--- config.mk ---
export PLATFORM = sky130hd
export DESIGN_NAME = hazard_stall_ctrl_flat
export DESIGN_NICKNAME = d
export VERILOG_FILES = /design/src/rtl/hazard_stall_ctrl_if.sv /design/src/rtl/hazard_stall_ctrl.sv /design/src/flat_wrapper.sv
export SDC_FILE = /design/constraint.sdc
export NUM_CORES = 1
export LEC_CHECK = 0
export BUFFER_PORTS_ARGS = -buffer_cell sky130_fd_sc_hd__buf_4
export CORE_ASPECT_RATIO = 0.6
export CORE_MARGIN = 2
export CORE_UTILIZATION = 40
export CTS_BUF_LIST = sky130_fd_sc_hd__clkbuf_2
export DETAILED_ROUTE_END_ITERATION = 10
export GPL_ROUTABILITY_DRIVEN = 0
export GPL_TIMING_DRIVEN = 0
export HOLD_SLACK_MARGIN = 0.05
export PLACE_DENSITY = 0.66
export SYNTH_ARGS = -nofsm -noshare
export SYNTH_HDL_FRONTEND = slang
export SYNTH_SLANG_ARGS = --single-unit
--- constraint.sdc ---
create_clock -name clk -period 2.4 [get_ports clk]
set_input_delay 0.24 -clock clk [delete_from_list [all_inputs] [get_ports clk]]
set_output_delay 0.24 -clock clk [all_outputs]
set_load 0.05 [all_outputs]
--- src/rtl/hazard_stall_ctrl_if.sv ---
// Pipeline-side signal bundle for the hazard/stall sequencer.
// master = pipeline datapath, slave = hazard_stall_ctrl.
interface hazard_stall_ctrl_if #(
  parameter int CNT_W = 16
);
  logic             fwd_en;
  logic [3:0]       id_src1;
  logic [3:0]       id_src2;
  logic             id_two_src;
  logic             exe_wb_en;
  logic             exe_mem_r_en;
  logic [3:0]       exe_dest;
  logic             mem_wb_en;
  logic [3:0]       mem_dest;
  logic             branch_taken;
  logic             mem_req;
  logic             mem_ready;
  logic             pc_freeze;
  logic             if_id_freeze;
  logic             if_id_flush;
  logic             id_ex_freeze;
  logic             id_ex_flush;
  logic             ex_mem_freeze;
  logic             mem_wb_flush;
  logic [CNT_W-1:0] stall_cnt;
  logic             mem_timeout;

  modport master (
    output fwd_en, id_src1, id_src2, id_two_src, exe_wb_en, exe_mem_r_en,
           exe_dest, mem_wb_en, mem_dest, branch_taken, mem_req, mem_ready,
    input  pc_freeze, if_id_freeze, if_id_flush, id_ex_freeze, id_ex_flush,
           ex_mem_freeze, mem_wb_flush, stall_cnt, mem_timeout
  );

  modport slave (
    input  fwd_en, id_src1, id_src2, id_two_src, exe_wb_en, exe_mem_r_en,
           exe_dest, mem_wb_en, mem_dest, branch_taken, mem_req, mem_ready,
    output pc_freeze, if_id_freeze, if_id_flush, id_ex_freeze, id_ex_flush,
           ex_mem_freeze, mem_wb_flush, stall_cnt, mem_timeout
  );
endinterface

--- src/rtl/hazard_stall_ctrl.sv ---
// Freeze/flush sequencer for the 5-stage core: memory wait states, branch squash
// and RAW interlock, plus a saturating stall counter and sticky memory-timeout flag.
module hazard_stall_ctrl #(
  parameter int CNT_W   = 16,
  parameter int TIMEOUT = 64
) (
  input  logic               clk,
  input  logic               rst,
  hazard_stall_ctrl_if.slave bus
);

  localparam int WAIT_W = $clog2(TIMEOUT) + 1;
  localparam logic [WAIT_W-1:0] WAIT_LAST = WAIT_W'(TIMEOUT - 1);
  localparam logic [WAIT_W-1:0] WAIT_MAX  = {WAIT_W{1'b1}};
  localparam logic [CNT_W-1:0]  CNT_MAX   = {CNT_W{1'b1}};

  typedef enum logic {
    RUN      = 1'b0,
    MEM_WAIT = 1'b1
  } state_t;

  state_t            state_r;
  logic [WAIT_W-1:0] wait_cnt_r;
  logic              mem_timeout_r;
  logic [CNT_W-1:0]  stall_cnt_r;

  logic mem_stall_s;
  logic src1_exe_s;
  logic src1_mem_s;
  logic src2_exe_s;
  logic src2_mem_s;
  logic hz1_s;
  logic hz2_s;
  logic raw_nofwd_s;
  logic raw_fwd_s;
  logic raw_s;

  logic pc_freeze_s;
  logic if_id_freeze_s;
  logic if_id_flush_s;
  logic id_ex_freeze_s;
  logic id_ex_flush_s;
  logic ex_mem_freeze_s;
  logic mem_wb_flush_s;

  assign mem_stall_s = bus.mem_req & ~bus.mem_ready;

  assign src1_exe_s = (bus.id_src1 == bus.exe_dest) & bus.exe_wb_en;
  assign src1_mem_s = (bus.id_src1 == bus.mem_dest) & bus.mem_wb_en;
  assign src2_exe_s = (bus.id_src2 == bus.exe_dest) & bus.exe_wb_en;
  assign src2_mem_s = (bus.id_src2 == bus.mem_dest) & bus.mem_wb_en;

  assign hz1_s       = src1_exe_s | src1_mem_s;
  assign hz2_s       = bus.id_two_src & (src2_exe_s | src2_mem_s);
  assign raw_nofwd_s = hz1_s | hz2_s;
  // With forwarding only a load in EXE cannot be bypassed in time.
  assign raw_fwd_s   = bus.exe_mem_r_en & (src1_exe_s | (bus.id_two_src & src2_exe_s));
  assign raw_s       = bus.fwd_en ? raw_fwd_s : raw_nofwd_s;

  // Prioritised freeze/flush decode; reset forces every control low at once.
  always_comb begin
    pc_freeze_s     = 1'b0;
    if_id_freeze_s  = 1'b0;
    if_id_flush_s   = 1'b0;
    id_ex_freeze_s  = 1'b0;
    id_ex_flush_s   = 1'b0;
    ex_mem_freeze_s = 1'b0;
    mem_wb_flush_s  = 1'b0;
    if (rst) begin
      pc_freeze_s = 1'b0;
    end else if (mem_stall_s) begin
      pc_freeze_s     = 1'b1;
      if_id_freeze_s  = 1'b1;
      id_ex_freeze_s  = 1'b1;
      ex_mem_freeze_s = 1'b1;
      mem_wb_flush_s  = 1'b1;
    end else if (bus.branch_taken) begin
      if_id_flush_s = 1'b1;
      id_ex_flush_s = 1'b1;
    end else if (raw_s) begin
      pc_freeze_s    = 1'b1;
      if_id_freeze_s = 1'b1;
      id_ex_flush_s  = 1'b1;
    end else begin
      pc_freeze_s = 1'b0;
    end
  end

  // Memory wait-state FSM with wait counter and sticky timeout flag.
  always_ff @(posedge clk or posedge rst) begin
    if (rst) begin
      state_r       <= RUN;
      wait_cnt_r    <= {WAIT_W{1'b0}};
      mem_timeout_r <= 1'b0;
    end else begin
      case (state_r)
        RUN: begin
          wait_cnt_r <= {WAIT_W{1'b0}};
          if (mem_stall_s) begin
            state_r <= MEM_WAIT;
          end else begin
            state_r <= RUN;
          end
        end
        MEM_WAIT: begin
          if (wait_cnt_r != WAIT_MAX) begin
            wait_cnt_r <= wait_cnt_r + WAIT_W'(1);
          end else begin
            wait_cnt_r <= wait_cnt_r;
          end
          if (mem_stall_s && (wait_cnt_r == WAIT_LAST)) begin
            mem_timeout_r <= 1'b1;
          end else begin
            mem_timeout_r <= mem_timeout_r;
          end
          // A dropped request is illegal here; recover to RUN rather than hang.
          if (!bus.mem_req || bus.mem_ready) begin
            state_r <= RUN;
          end else begin
            state_r <= MEM_WAIT;
          end
        end
        default: begin
          state_r    <= RUN;
          wait_cnt_r <= {WAIT_W{1'b0}};
        end
      endcase
    end
  end

  // Saturating count of cycles in which the PC is held.
  always_ff @(posedge clk or posedge rst) begin
    if (rst) begin
      stall_cnt_r <= {CNT_W{1'b0}};
    end else if (pc_freeze_s && (stall_cnt_r != CNT_MAX)) begin
      stall_cnt_r <= stall_cnt_r + CNT_W'(1);
    end else begin
      stall_cnt_r <= stall_cnt_r;
    end
  end

  assign bus.pc_freeze     = pc_freeze_s;
  assign bus.if_id_freeze  = if_id_freeze_s;
  assign bus.if_id_flush   = if_id_flush_s;
  assign bus.id_ex_freeze  = id_ex_freeze_s;
  assign bus.id_ex_flush   = id_ex_flush_s;
  assign bus.ex_mem_freeze = ex_mem_freeze_s;
  assign bus.mem_wb_flush  = mem_wb_flush_s;
  assign bus.stall_cnt     = stall_cnt_r;
  assign bus.mem_timeout   = mem_timeout_r;

endmodule

--- src/flat_wrapper.sv ---
// flat-port wrapper written by rule: the top's interface ports become plain ports
module hazard_stall_ctrl_flat 
#(
  parameter int CNT_W   = 16,
  parameter int TIMEOUT = 64
)
  (clk, rst, bus_fwd_en, bus_id_src1, bus_id_src2, bus_id_two_src, bus_exe_wb_en, bus_exe_mem_r_en, bus_exe_dest, bus_mem_wb_en, bus_mem_dest, bus_branch_taken, bus_mem_req, bus_mem_ready, bus_pc_freeze, bus_if_id_freeze, bus_if_id_flush, bus_id_ex_freeze, bus_id_ex_flush, bus_ex_mem_freeze, bus_mem_wb_flush, bus_stall_cnt, bus_mem_timeout);
  hazard_stall_ctrl_if #(.CNT_W(CNT_W)) bus_i ();
  input  logic clk;
  input  logic rst;
  input wire logic [$bits(bus_i.fwd_en)-1:0] bus_fwd_en;
  input wire logic [$bits(bus_i.id_src1)-1:0] bus_id_src1;
  input wire logic [$bits(bus_i.id_src2)-1:0] bus_id_src2;
  input wire logic [$bits(bus_i.id_two_src)-1:0] bus_id_two_src;
  input wire logic [$bits(bus_i.exe_wb_en)-1:0] bus_exe_wb_en;
  input wire logic [$bits(bus_i.exe_mem_r_en)-1:0] bus_exe_mem_r_en;
  input wire logic [$bits(bus_i.exe_dest)-1:0] bus_exe_dest;
  input wire logic [$bits(bus_i.mem_wb_en)-1:0] bus_mem_wb_en;
  input wire logic [$bits(bus_i.mem_dest)-1:0] bus_mem_dest;
  input wire logic [$bits(bus_i.branch_taken)-1:0] bus_branch_taken;
  input wire logic [$bits(bus_i.mem_req)-1:0] bus_mem_req;
  input wire logic [$bits(bus_i.mem_ready)-1:0] bus_mem_ready;
  output wire logic [$bits(bus_i.pc_freeze)-1:0] bus_pc_freeze;
  output wire logic [$bits(bus_i.if_id_freeze)-1:0] bus_if_id_freeze;
  output wire logic [$bits(bus_i.if_id_flush)-1:0] bus_if_id_flush;
  output wire logic [$bits(bus_i.id_ex_freeze)-1:0] bus_id_ex_freeze;
  output wire logic [$bits(bus_i.id_ex_flush)-1:0] bus_id_ex_flush;
  output wire logic [$bits(bus_i.ex_mem_freeze)-1:0] bus_ex_mem_freeze;
  output wire logic [$bits(bus_i.mem_wb_flush)-1:0] bus_mem_wb_flush;
  output wire logic [$bits(bus_i.stall_cnt)-1:0] bus_stall_cnt;
  output wire logic [$bits(bus_i.mem_timeout)-1:0] bus_mem_timeout;
  assign bus_i.fwd_en = bus_fwd_en;
  assign bus_i.id_src1 = bus_id_src1;
  assign bus_i.id_src2 = bus_id_src2;
  assign bus_i.id_two_src = bus_id_two_src;
  assign bus_i.exe_wb_en = bus_exe_wb_en;
  assign bus_i.exe_mem_r_en = bus_exe_mem_r_en;
  assign bus_i.exe_dest = bus_exe_dest;
  assign bus_i.mem_wb_en = bus_mem_wb_en;
  assign bus_i.mem_dest = bus_mem_dest;
  assign bus_i.branch_taken = bus_branch_taken;
  assign bus_i.mem_req = bus_mem_req;
  assign bus_i.mem_ready = bus_mem_ready;
  assign bus_pc_freeze = bus_i.pc_freeze;
  assign bus_if_id_freeze = bus_i.if_id_freeze;
  assign bus_if_id_flush = bus_i.if_id_flush;
  assign bus_id_ex_freeze = bus_i.id_ex_freeze;
  assign bus_id_ex_flush = bus_i.id_ex_flush;
  assign bus_ex_mem_freeze = bus_i.ex_mem_freeze;
  assign bus_mem_wb_flush = bus_i.mem_wb_flush;
  assign bus_stall_cnt = bus_i.stall_cnt;
  assign bus_mem_timeout = bus_i.mem_timeout;
  hazard_stall_ctrl #(.CNT_W(CNT_W), .TIMEOUT(TIMEOUT)) u_core (.clk(clk), .rst(rst), .bus(bus_i));
endmodule
# Yosys cells after proc, flatten, opt, wreduce, memory -nomap -nowiden
# Index checks and enable logic that the tools add are counted.
# word_totals
reg_bits	25
input_bits	26
wordCells	50
# classes
eq_ne	8
n_addsub	2
reduce_logical	5
mux	17
bitwise	14
# ops
op	count
adder 16 x 1 -> 16 bit, second input constant	1
equality test 4 bit	4
inequality test 16 bit, second input constant	1
2-to-1 mux 1 bit	14
one-hot mux 7 bit (2 select lines)	1
AND 1 bit	8
adder 7 x 1 -> 7 bit, second input constant	1
equality test 7 x 6 -> 1 bit, second input constant	1
2-to-1 mux 7 bit	1
inequality test 7 bit, second input constant	1
OR 1 bit	4
logical AND 1 bit	2
inequality test 2 bit, second input constant	1
NOT 1 bit	2
one-hot mux 1 bit (2 select lines)	1
AND reduction 2 bit	1
zero test 1 bit	1
logical OR 1 bit	1

# Depth between registers and ports, before layout
# Gate-level depths: netlist (run 1).
# logic_depth
depth_word	11
ltp_mapped	8

# Worst setup path before layout (run 1)
# OpenSTA, ideal clock, no wires.
# synth_timing
path_type	input -> output
start	input port rst
end	output port bus_pc_freeze
n_path_buf	3
t_arrival_ns	2.725
setup_slack_ns	-0.565
path_stages	6
path_cell_list	inv_1 -> and2_1 -> clkbuf_1 -> clkbuf_1 -> or2_1 -> buf_4
# synth_between
elab_chain_len	1
# synth_lines
element	line	rtl
start: declaration	flat_wrapper.sv:10	input logic rst;
2-to-1 mux 1 bit	n/a	
end: declaration	flat_wrapper.sv:23	output wire logic [$bits(bus_i.pc_freeze)-1:0] bus_pc_freeze;
# No other way between the ends.

# Worst setup path in the final report (run 1)
# layout_timing
start	input port bus_fwd_en
end	output port bus_pc_freeze
# layout_between
elab_chain_len	5
# layout_lines
element	line	rtl
start: declaration	flat_wrapper.sv:11	input wire logic [$bits(bus_i.fwd_en)-1:0] bus_fwd_en;
2-to-1 mux 1 bit	hazard_stall_ctrl.sv:58	assign raw_s = bus.fwd_en ? raw_fwd_s : raw_nofwd_s;
2-to-1 mux 1 bit	hazard_stall_ctrl.sv:80	end else if (raw_s) begin
2-to-1 mux 1 bit	hazard_stall_ctrl.sv:77	end else if (bus.branch_taken) begin
2-to-1 mux 1 bit	hazard_stall_ctrl.sv:71	end else if (mem_stall_s) begin
2-to-1 mux 1 bit	hazard_stall_ctrl.sv:69	if (rst) begin
# No other way between the ends.

==> impl_summary.md, run 1 <==
Status
The run finished with clean final reports.

Yosys
The count of different cell masters after synthesis is 35. In the synthesized netlist the async set-or-reset flop fraction comes to 100.0%. The sequential area share after synthesis is between 40 and 50%. Synthesis produced a netlist whose cell count is about 150.

The synthesized area per cell is slightly above 10 um2. In the synthesized netlist the dominant register cell turns out to be sky130_fd_sc_hd__dfrtp_1. The synthesized design contains 0 enable-type register cells.

For this run, the number of Yosys warnings is 0. Synthesis produced a netlist with a net count of between 150 and 200. After synthesis the netlist holds a flip-flop and latch count of 25.

The cell area that synthesis handed to floorplanning was around 0.0015 mm2.

Place
The quantity of I/O buffers inserted on ports is 49. The instance count after placement with tap cells included is ~240. The total cell area at the placement stage is 0.001942 mm2. The post-DP HPWL is 2930 um.

STA
Based on the critical path, the design can be clocked at up to around 440 MHz. Setup violations remaining at the end of the flow were counted as 0. The hold violation count in the final report is 0. The sum of negative setup slack is 0 ns. The final period demand of the worst path is 2.261 ns.

For the pin with the worst max-slew slack, the measured transition is slightly above 0.6 ns. The share of the clock period used by the worst path is 94.20%. The clock arrives with between 0.009 and 0.01 ns of skew. Measured against its own limit, the worst slew margin works out to roughly three fifths.

The number of pins exceeding their max-slew limit in the final report is 0.

Power and ir drop
Across the VDD grid, the largest voltage drop is about 0.66 mV. Power spread over the standard cell area amounts to 551.3 mW/mm2. The total power is ~1.1 mW.

Summed over all cells, the static leakage comes to roughly 0.95 nW.

Floorplanning
The area of the die is approximately 0.0043 mm2. The I/O pin count is 50. The core region is 0.003637 mm2. The die is about 83 um wide. The starting density of the core is 41.52%. The vertical extent of the die is between 50 and 60 um. Row generation in the floorplan step produced 17 rows.

CTS
No sink is reached through more buffers than the 2 on the longest clock path. The sink count of the clock tree is 25. In this run, CTS created clock tree buffers numbering 3.

CTS built an H-tree with a depth of 1. The TritonCTS clock tree is done. The latest clock arrival within the worst-skew pair is 0.34 ns. The root cell of the clock tree is sky130_fd_sc_hd__clkbuf_2. Clock-pin slew was measured on the worst setup and hold paths at 0.22 ns.

Worst setup path
The largest single stage delay on the critical path is approximately 0.44 ns. Across all register-to-register paths, the minimum setup slack is 0.29 ns. The startpoint of the lowest-slack register-to-register path is u_core.bus.stall_cnt[0]$_DFFE_PP0P_. The required time of the worst setup path is about 2.2 ns. In this design, the critical path's most frequently occurring cell is sky130_fd_sc_hd__buf_4. By startpoint and endpoint, the worst setup path is classified as input port to output pin.

On the critical path, the stage with the largest delay is an instance of sky130_fd_sc_hd__a311oi_4. The critical register-to-register path endpoint is u_core.bus.stall_cnt[2]$_DFFE_PP0P_. For the worst setup path, the data arrival time is 2.02 ns. Counting cells, the worst reg-to-reg path comes to 8. STA classifies the critical path endpoint as an output pin. The highest fanout seen on the critical path is 10. The kind of start point of the critical path is an input port. Walking the worst path, the cells encountered are buf_4, inv_1, o21ai_1, nor4_2, nand3_2, a311oi_4, buf_6, or2_1, buf_4, buf_4.

Min path
The path category of the worst min-delay check is input port to flip-flop. The worst hold path begins at bus_mem_ready. The end point of the worst hold path is u_core.bus.mem_timeout$_DFFE_PP0P_. The worst hold path depth is 3.

Drt
The post-route antenna net violation count is 0. For this block, the routed nets add up to ~3800 um of wire. After detailed routing, the number of vias per cell comes to roughly 5.2. The number of iterations in the first detailed-routing pass is 4. Dividing the detail-routed wire length by the instance count gives ~15 um. The via count is between 1k and 1.5k. The detailed router's first-iteration violation count is 44. In the routed design, unresolved DRC markers number 0.

Cells and area
Leaving out filler cells and counting taps, the final layout contains approximately 250. Cells with a size suffix above 1 make up between 30% and 40% of the layout. The total of fill cells in the finished design is 351. The design area is between 0.002 and 0.0025 mm2. Once layout is complete, the utilization of the core stands at a little under three fifths. The area added between synthesis and finish is 33.22%. The final net count is around 240.

The number of antenna diodes in the final layout is 0.

GRT
The wire length of the first global-routing pass is 6327 um. For this run, the total global-route usage over all layers was measured as between 10% and 20%. Entering global routing, the biggest net connects 15 pins. The via count of the first global-routing pass is ~1.3k. The number of antenna violations at the first check in global routing is 0.

The residual overflow from global routing is 0.

Flow run
The max-capacitance violation count is 0.
Yosys cell counts, types with 3 or more instances:
master | n | area (um2)
sky130_fd_sc_hd__nand3_1 | 8 | 40.04
sky130_fd_sc_hd__inv_1 | 5 | 18.77
sky130_fd_sc_hd__dfrtp_1 | 25 | 625.6
sky130_fd_sc_hd__and2_1 | 7 | 43.79
sky130_fd_sc_hd__nor3_1 | 3 | 15.01
sky130_fd_sc_hd__xnor2_1 | 18 | 157.7
sky130_fd_sc_hd__xor2_1 | 12 | 105.1
sky130_fd_sc_hd__nand2_1 | 8 | 30.03
sky130_fd_sc_hd__o211ai_1 | 7 | 52.55
sky130_fd_sc_hd__buf_4 | 3 | 22.52
sky130_fd_sc_hd__o21a_1 | 3 | 22.52
sky130_fd_sc_hd__o2111ai_1 | 5 | 43.79
sky130_fd_sc_hd__and3_1 | 7 | 43.79
sky130_fd_sc_hd__mux2_1 | 4 | 45.04
sky130_fd_sc_hd__nor2_1 | 4 | 15.01
repair_timing:
item | 4_1_cts | 5_1_grt
hold buffers | 3 | 0
resized for setup | 0 | 0
hold endpoints to repair | 26 | 0
setup buffers | 0 | 2
gates cloned | 1 | 0
pin swaps | 0 | 1
endpoints found under the setup margin | 1 | 2
cells by family (layout without fill, tap and decap cells):
group,count (synthesis),after routing,synth area share (%)
simple gates,48,48,17.65
compound gates,27,27,14.58
flops,25,25,41.43
xor+xnor,30,30,17.40
mux,4,4,2.982
buf+inv,12,71,4.308
fa+ha+maj,2,2,1.657
layout make-up:
cell class / instances / area [um2] / area share, %
buffer: 7 / 47.55 / 2.363
clock buffer: 3 / 15.01 / 0.7463
clock inverter: 1 / 5.005 / 0.2488
inverter: 5 / 22.52 / 1.119
multi-input combinational: 111 / 819.5 / 40.73
sequential: 25 / 625.6 / 31.09
tap: 47 / 58.81 / 2.923
timing repair buffer: 54 / 412.9 / 20.52
timing repair inverter: 1 / 5.005 / 0.2488
per-stage QoR:
| stage | setup slack [ns] | hold slack [ns] |
|---|---|---|
| 2_1_floorplan | 0.03967 | 0.1268 |
| 5_1_grt | -0.004405 | 0.2458 |
| 4_1_cts | 0.05007 | 0.2561 |
| 6_report | 0.1392 | 0.2860 |
| 3_5_place_dp | -0.1037 | 0.3593 |
| 3_3_place_gp | -0.02624 | 0.3378 |
where the power goes:
group | switching, mW | internal [mW] | total, mW | leakage, nW
logic | 0.267 | 0.161 | 0.429 | 0.594
registers | 0.0555 | 0.465 | 0.520 | 0.339
clock network | 0.122 | 0.0378 | 0.160 | 0.0164
total | 0.445 | 0.664 | 1.11 | 0.949
state kept, by name (all words and copies together), names as in the netlist:
name / cells
u_core.wait_cnt_r: 7
u_core.state_r: 1
u_core.bus.mem_timeout: 1
u_core.bus.stall_cnt: 16
routing by layer:
metal	vias up	GRT usage (%)	routed length, um
li1	642	-	-
met1	641	25.82	1806
met2	23	31.72	1859
met3	4	3.333	126
met4	0	2.459	23
met5	-	0	0
critical path, delay by kind of cell:
kind / cells / cell delay (ns)
AOI/OAI and AO/OA: 2 / 0.54
buffers and inverters: 5 / 0.63
and+or+nand+nor: 3 / 0.60
cells in the final DEF, fill, tap and decap left out, types with 2 or more instances in the layout:
| master | synthesis | routed |
|---|---|---|
| sky130_fd_sc_hd__buf_4 | 3 | 54 |
| sky130_fd_sc_hd__dfrtp_1 | 25 | 25 |
| sky130_fd_sc_hd__xnor2_1 | 18 | 18 |
| sky130_fd_sc_hd__xor2_1 | 12 | 12 |
| sky130_fd_sc_hd__nand3_1 | 8 | 8 |
| sky130_fd_sc_hd__nand2_1 | 8 | 8 |
| sky130_fd_sc_hd__and2_1 | 7 | 7 |
| sky130_fd_sc_hd__and3_1 | 7 | 7 |
| sky130_fd_sc_hd__o211ai_1 | 7 | 7 |
| sky130_fd_sc_hd__o2111ai_1 | 5 | 5 |
| sky130_fd_sc_hd__inv_1 | 5 | 4 |
| sky130_fd_sc_hd__clkbuf_2 | 0 | 4 |
| sky130_fd_sc_hd__nor2_1 | 4 | 4 |
| sky130_fd_sc_hd__mux2_1 | 4 | 4 |
| sky130_fd_sc_hd__nor3_1 | 3 | 3 |
| sky130_fd_sc_hd__o21a_1 | 3 | 3 |
| sky130_fd_sc_hd__dlygate4sd3_1 | 0 | 3 |
| sky130_fd_sc_hd__o21ai_1 | 2 | 2 |
| sky130_fd_sc_hd__nor2b_1 | 2 | 2 |
| sky130_fd_sc_hd__a31oi_1 | 2 | 2 |
| sky130_fd_sc_hd__or3_1 | 2 | 2 |
| sky130_fd_sc_hd__nand4_1 | 2 | 2 |
| sky130_fd_sc_hd__o21ai_0 | 2 | 2 |
| sky130_fd_sc_hd__a21boi_1 | 2 | 2 |
| sky130_fd_sc_hd__ha_1 | 2 | 2 |
how the worst max path moves through the flow:
stage	slack (ns)	start	end	cells past startpoint
global route	-0.004	bus_fwd_en	bus_pc_freeze	10
detailed placement	-0.10	rst	bus_pc_freeze	8
floorplan	0.04	rst	bus_pc_freeze	6
finish	0.14	bus_fwd_en	bus_pc_freeze	10
global placement	-0.03	rst	bus_pc_freeze	8
CTS	0.05	bus_fwd_en	bus_pc_freeze	10
Note: power is estimated with default switching activity, not from simulation.
==> inputs of run 2 (changes only) <==
--- a/config.mk
+++ b/config.mk
@@ -8,13 +8,14 @@
 export BUFFER_PORTS_ARGS = -buffer_cell sky130_fd_sc_hd__buf_4
 export CORE_ASPECT_RATIO = 0.6
 export CORE_MARGIN = 2
-export CORE_UTILIZATION = 40
+export CORE_UTILIZATION = 50
 export CTS_BUF_LIST = sky130_fd_sc_hd__clkbuf_2
 export DETAILED_ROUTE_END_ITERATION = 10
 export GPL_ROUTABILITY_DRIVEN = 0
 export GPL_TIMING_DRIVEN = 0
 export HOLD_SLACK_MARGIN = 0.05
-export PLACE_DENSITY = 0.66
+export MAX_ROUTING_LAYER = met4
+export PLACE_DENSITY = 0.79
 export SYNTH_ARGS = -nofsm -noshare
 export SYNTH_HDL_FRONTEND = slang
 export SYNTH_SLANG_ARGS = --single-unit
==> run 2 against run 1 <==
  * Worst hold slack got worse by 0.020 ns
  * Global-route usage rose by 4.5 points
  * Via count rose by 0.76%
  * Combinational power barely moved
  * Non-clock buffer count fell by 1
  * Sequential share of layout area rose by 0.16 points
  * Critical path type unchanged
  * Largest power group unchanged
  * Fmax fell by 1.6%
==> impl_summary.md, run 2 (synthesized netlist as in run 1, its figures left out) <==
Status
The flow ran to the end, and the final reports show no timing, DRC or antenna violations.

Worst setup path
The required time of the worst setup path came to 2.16 ns (about the same). Among cell families on the critical path, the largest total delay comes from buffers and inverters. The worst setup path is of the input port to output pin kind. The startpoint of the lowest-slack register-to-register path is u_core.bus.stall_cnt[0]$_DFFE_PP0P_. The worst setup path is launched from an input port. The register-to-register setup slack is 0.34 ns (+0.05 ns). The biggest cell delay along the critical path is 0.54 ns (+0.10 ns).

STA classifies the critical path endpoint as an output pin. In this design, the critical path's most frequently occurring cell is sky130_fd_sc_hd__buf_4. The highest fanout seen on the critical path is 12 (+2).

The cell type of the slowest stage on the worst timing path is sky130_fd_sc_hd__dlygate4sd3_1. The signal on the critical path passes through dlygate4sd3_1, buf_4, clkinvlp_4, and2_1, clkbuf_2, or2_1, buf_4, buf_4. The data arrival time at the worst-slack endpoint came to 2.06 ns (+0.04 ns). The cell depth of the worst flop-to-flop path is 8 (unchanged). The total buffers and inverters traversed by the critical path came to 6 (+1).

In this run the critical register-to-register path is captured at u_core.bus.stall_cnt[2]$_DFFE_PP0P_.

STA
The share of the clock period used by the worst path is 95.72% (+1.5 points). The tightest slew margin relative to the limit is 59.89% (+0.32 points). The worst hold margin is 0.2662 ns (-0.01979 ns). The sum of negative setup slack came to 0 ns (unchanged). The peak clock frequency supported by timing was 435.3 MHz (-1.6%). The hold violation count in the final report came to 0 (unchanged).

The number of pins exceeding their max-slew limit in the final report is 0 (unchanged). The final period demand of the worst path came to 2.297 ns (+0.03641 ns). The measured slew at the worst slew-check pin is 0.5983 ns (-0.004770 ns).

The worst setup skew after layout came to 0.02529 ns (+0.01529 ns). The number of failing setup endpoints in the final timing report is 0 (unchanged).

Power and ir drop
The maximum vdd ir drop was 0.8436 mV (+28%). The power per standard cell area is 557.1 mW/mm2 (+1.1%). The leakage power summed over all cells is 0.9479 nW (-0.12%).

CTS
The latest clock arrival within the worst-skew pair is 0.36 ns (+0.02 ns). The clock input transition at the sequential cells of the worst setup and hold paths is 0.25 ns (+0.03 ns). The maximum clock path buffer count came to 2 (unchanged). The number of H-tree branching levels is 1 (unchanged). The total CTS buffers is 3 (unchanged). The root cell of the clock tree is sky130_fd_sc_hd__clkbuf_2.

TritonCTS built the clock tree. The sink count of the clock tree came to 25 (unchanged). The post-cts gate resize count is 0 (unchanged).

Drt
The post-route antenna net violation count is 0 (unchanged). The aggregate routed wire length is 3563 um (-6.6%). The residual DRC count is 0 (unchanged). The ratio of routed vias to standard cells is 5.323 (+3.2%).

The detailed router's first-iteration violation count came to 75 (+70%). The via count is 1320 (+0.76%). The average routed wire per standard cell is 14.37 um (-4.4%). The number of iterations in the first detailed-routing pass was 4 (unchanged).

Place
The total cell area at the placement stage is 0.001936 mm2 (-0.32%). The quantity of I/O buffers inserted on ports is 49 (unchanged). The instance count after placement with tap cells included is 239 (-2.0%). The post-DP HPWL is 2700 um (-7.8%).

Cells and area
The final standard cell utilization of the core is 69.72% (+14 points). The proportion of layout cells with a drive suffix above 1 came to 32.52% (+0.16 points). The library cells used most frequently in the layout, excluding fill and tap cells, are 54 x sky130_fd_sc_hd__buf_4, 25 x sky130_fd_sc_hd__dfrtp_1, 18 x sky130_fd_sc_hd__xnor2_1. The design area is 0.002002 mm2 (-0.50%). Leaving out fill and tap cells, the most frequent cell in the layout is sky130_fd_sc_hd__buf_4. The total of fill cells in the finished design is 219 (-38%).

The area growth from synthesis to layout is 32.56%. The post-layout instance count excluding filler cells is 248 (-2.4%). The final net count was 235 (-0.42%). The count of inserted antenna diode cells is 0 (unchanged).

The flip-flop count of the largest register, all copies and words added is 16 (unchanged).

GRT
The residual overflow from global routing is 0 (unchanged). The combined global-route utilization of all metal layers is 23.14% (+4.5 points). The largest net degree at the start of global routing is 15 (unchanged).

The number of antenna violations at the first check in global routing is 0 (unchanged). The via count of the first global-routing pass is 1214 (-6.8%). The wire length of the first global-routing pass is 5754 um (-9.1%).

Min path
The worst hold path begins at bus_mem_ready. The path category of the worst min-delay check is input port to flip-flop. The end point of the worst hold path is u_core.bus.mem_timeout$_DFFE_PP0P_. The worst hold path depth was 3 (unchanged).

Floorplanning
The starting density of the core is 52.59% (+11 points). The number of cell rows is 15 (-2). The die width is 74.95 um (-10%). The area of the die is 0.003490 mm2 (-19%). The core outline area is 0.002872 mm2 (-21%). The I/O pin count was 50 (unchanged).

The vertical extent of the die is 46.57 um (-9.7%).

Flow run
The max-capacitance violation count is 0 (unchanged).
run 2: power breakdown:
| group | internal [mW] | total [mW] | switching [mW] |
|---|---|---|---|
| sequential | 0.465 | 0.525 | 0.0597 |
| combinational | 0.161 | 0.427 | 0.266 |
| clock | 0.0377 | 0.164 | 0.126 |
run 2: metrics by stage:
| stage | total power [mW] | worst slack [ns] |
|---|---|---|
| detailed placement | 0.9502 | -0.02407 |
| global placement | 0.9414 | 0.002469 |
| CTS | 1.118 | 0.0009452 |
| floorplan | 0.7973 | 0.03967 |
| global route | 1.171 | -0.001925 |
| finish | 1.115 | 0.1028 |
run 2: cell type report:
cell class	count	area (um2)	share of cell area, %
repair inverters	1	5.005	0.2500
clock inverters	1	5.005	0.2500
well taps	42	52.55	2.625
repair buffers	54	412.9	20.63
flip-flops and latches	25	625.6	31.25
plain buffers	6	43.79	2.188
inverters	5	22.52	1.125
clock buffers	3	15.01	0.7500
multi-input cells	111	819.5	40.94
run 2: worst register-to-register path, cell delays in order (launching register included):
cell                      delay, ns
sky130_fd_sc_hd__dfrtp_1       0.48
sky130_fd_sc_hd__ha_1          0.21
sky130_fd_sc_hd__and3_1        0.18
sky130_fd_sc_hd__nand2_1       0.10
sky130_fd_sc_hd__or3_1         0.35
sky130_fd_sc_hd__buf_2         0.18
sky130_fd_sc_hd__and2_1        0.15
sky130_fd_sc_hd__o21a_1        0.16
sky130_fd_sc_hd__o22a_1        0.18
run 2: timing repair:
| action | in CTS | in global routing |
|---|---|---|
| hold buffers | 3 | 0 |
| pin swaps | 0 | 1 |
| cloned | 1 | 0 |
| hold endpoints to repair | 26 | 0 |
| setup buffers | 0 | 2 |
| setup endpoints to repair | 1 | 4 |
run 2: worst max path at each step:
stage / to / slack (ns) / cells past startpoint / startpoint
after floorplan: bus_pc_freeze / 0.04 / 6 / rst
after global placement: bus_pc_freeze / 0.002 / 8 / rst
after detailed placement: bus_pc_freeze / -0.02 / 8 / rst
after CTS: bus_pc_freeze / 0.0009 / 9 / rst
after global routing: bus_pc_freeze / -0.002 / 10 / bus_fwd_en
final: bus_pc_freeze / 0.10 / 8 / rst
run 2: per-layer routing:
| layer | part of all wire, % | global-route usage (%) | vias to the layer above |
|---|---|---|---|
| met4 | 0.45 | 3.929 | 0 |
| met1 | 46 | 30.83 | 644 |
| li1 | - | - | 638 |
| met5 | 0 | - | - |
| met2 | 49 | 35.96 | 36 |
| met3 | 4.5 | 6.346 | 2 |
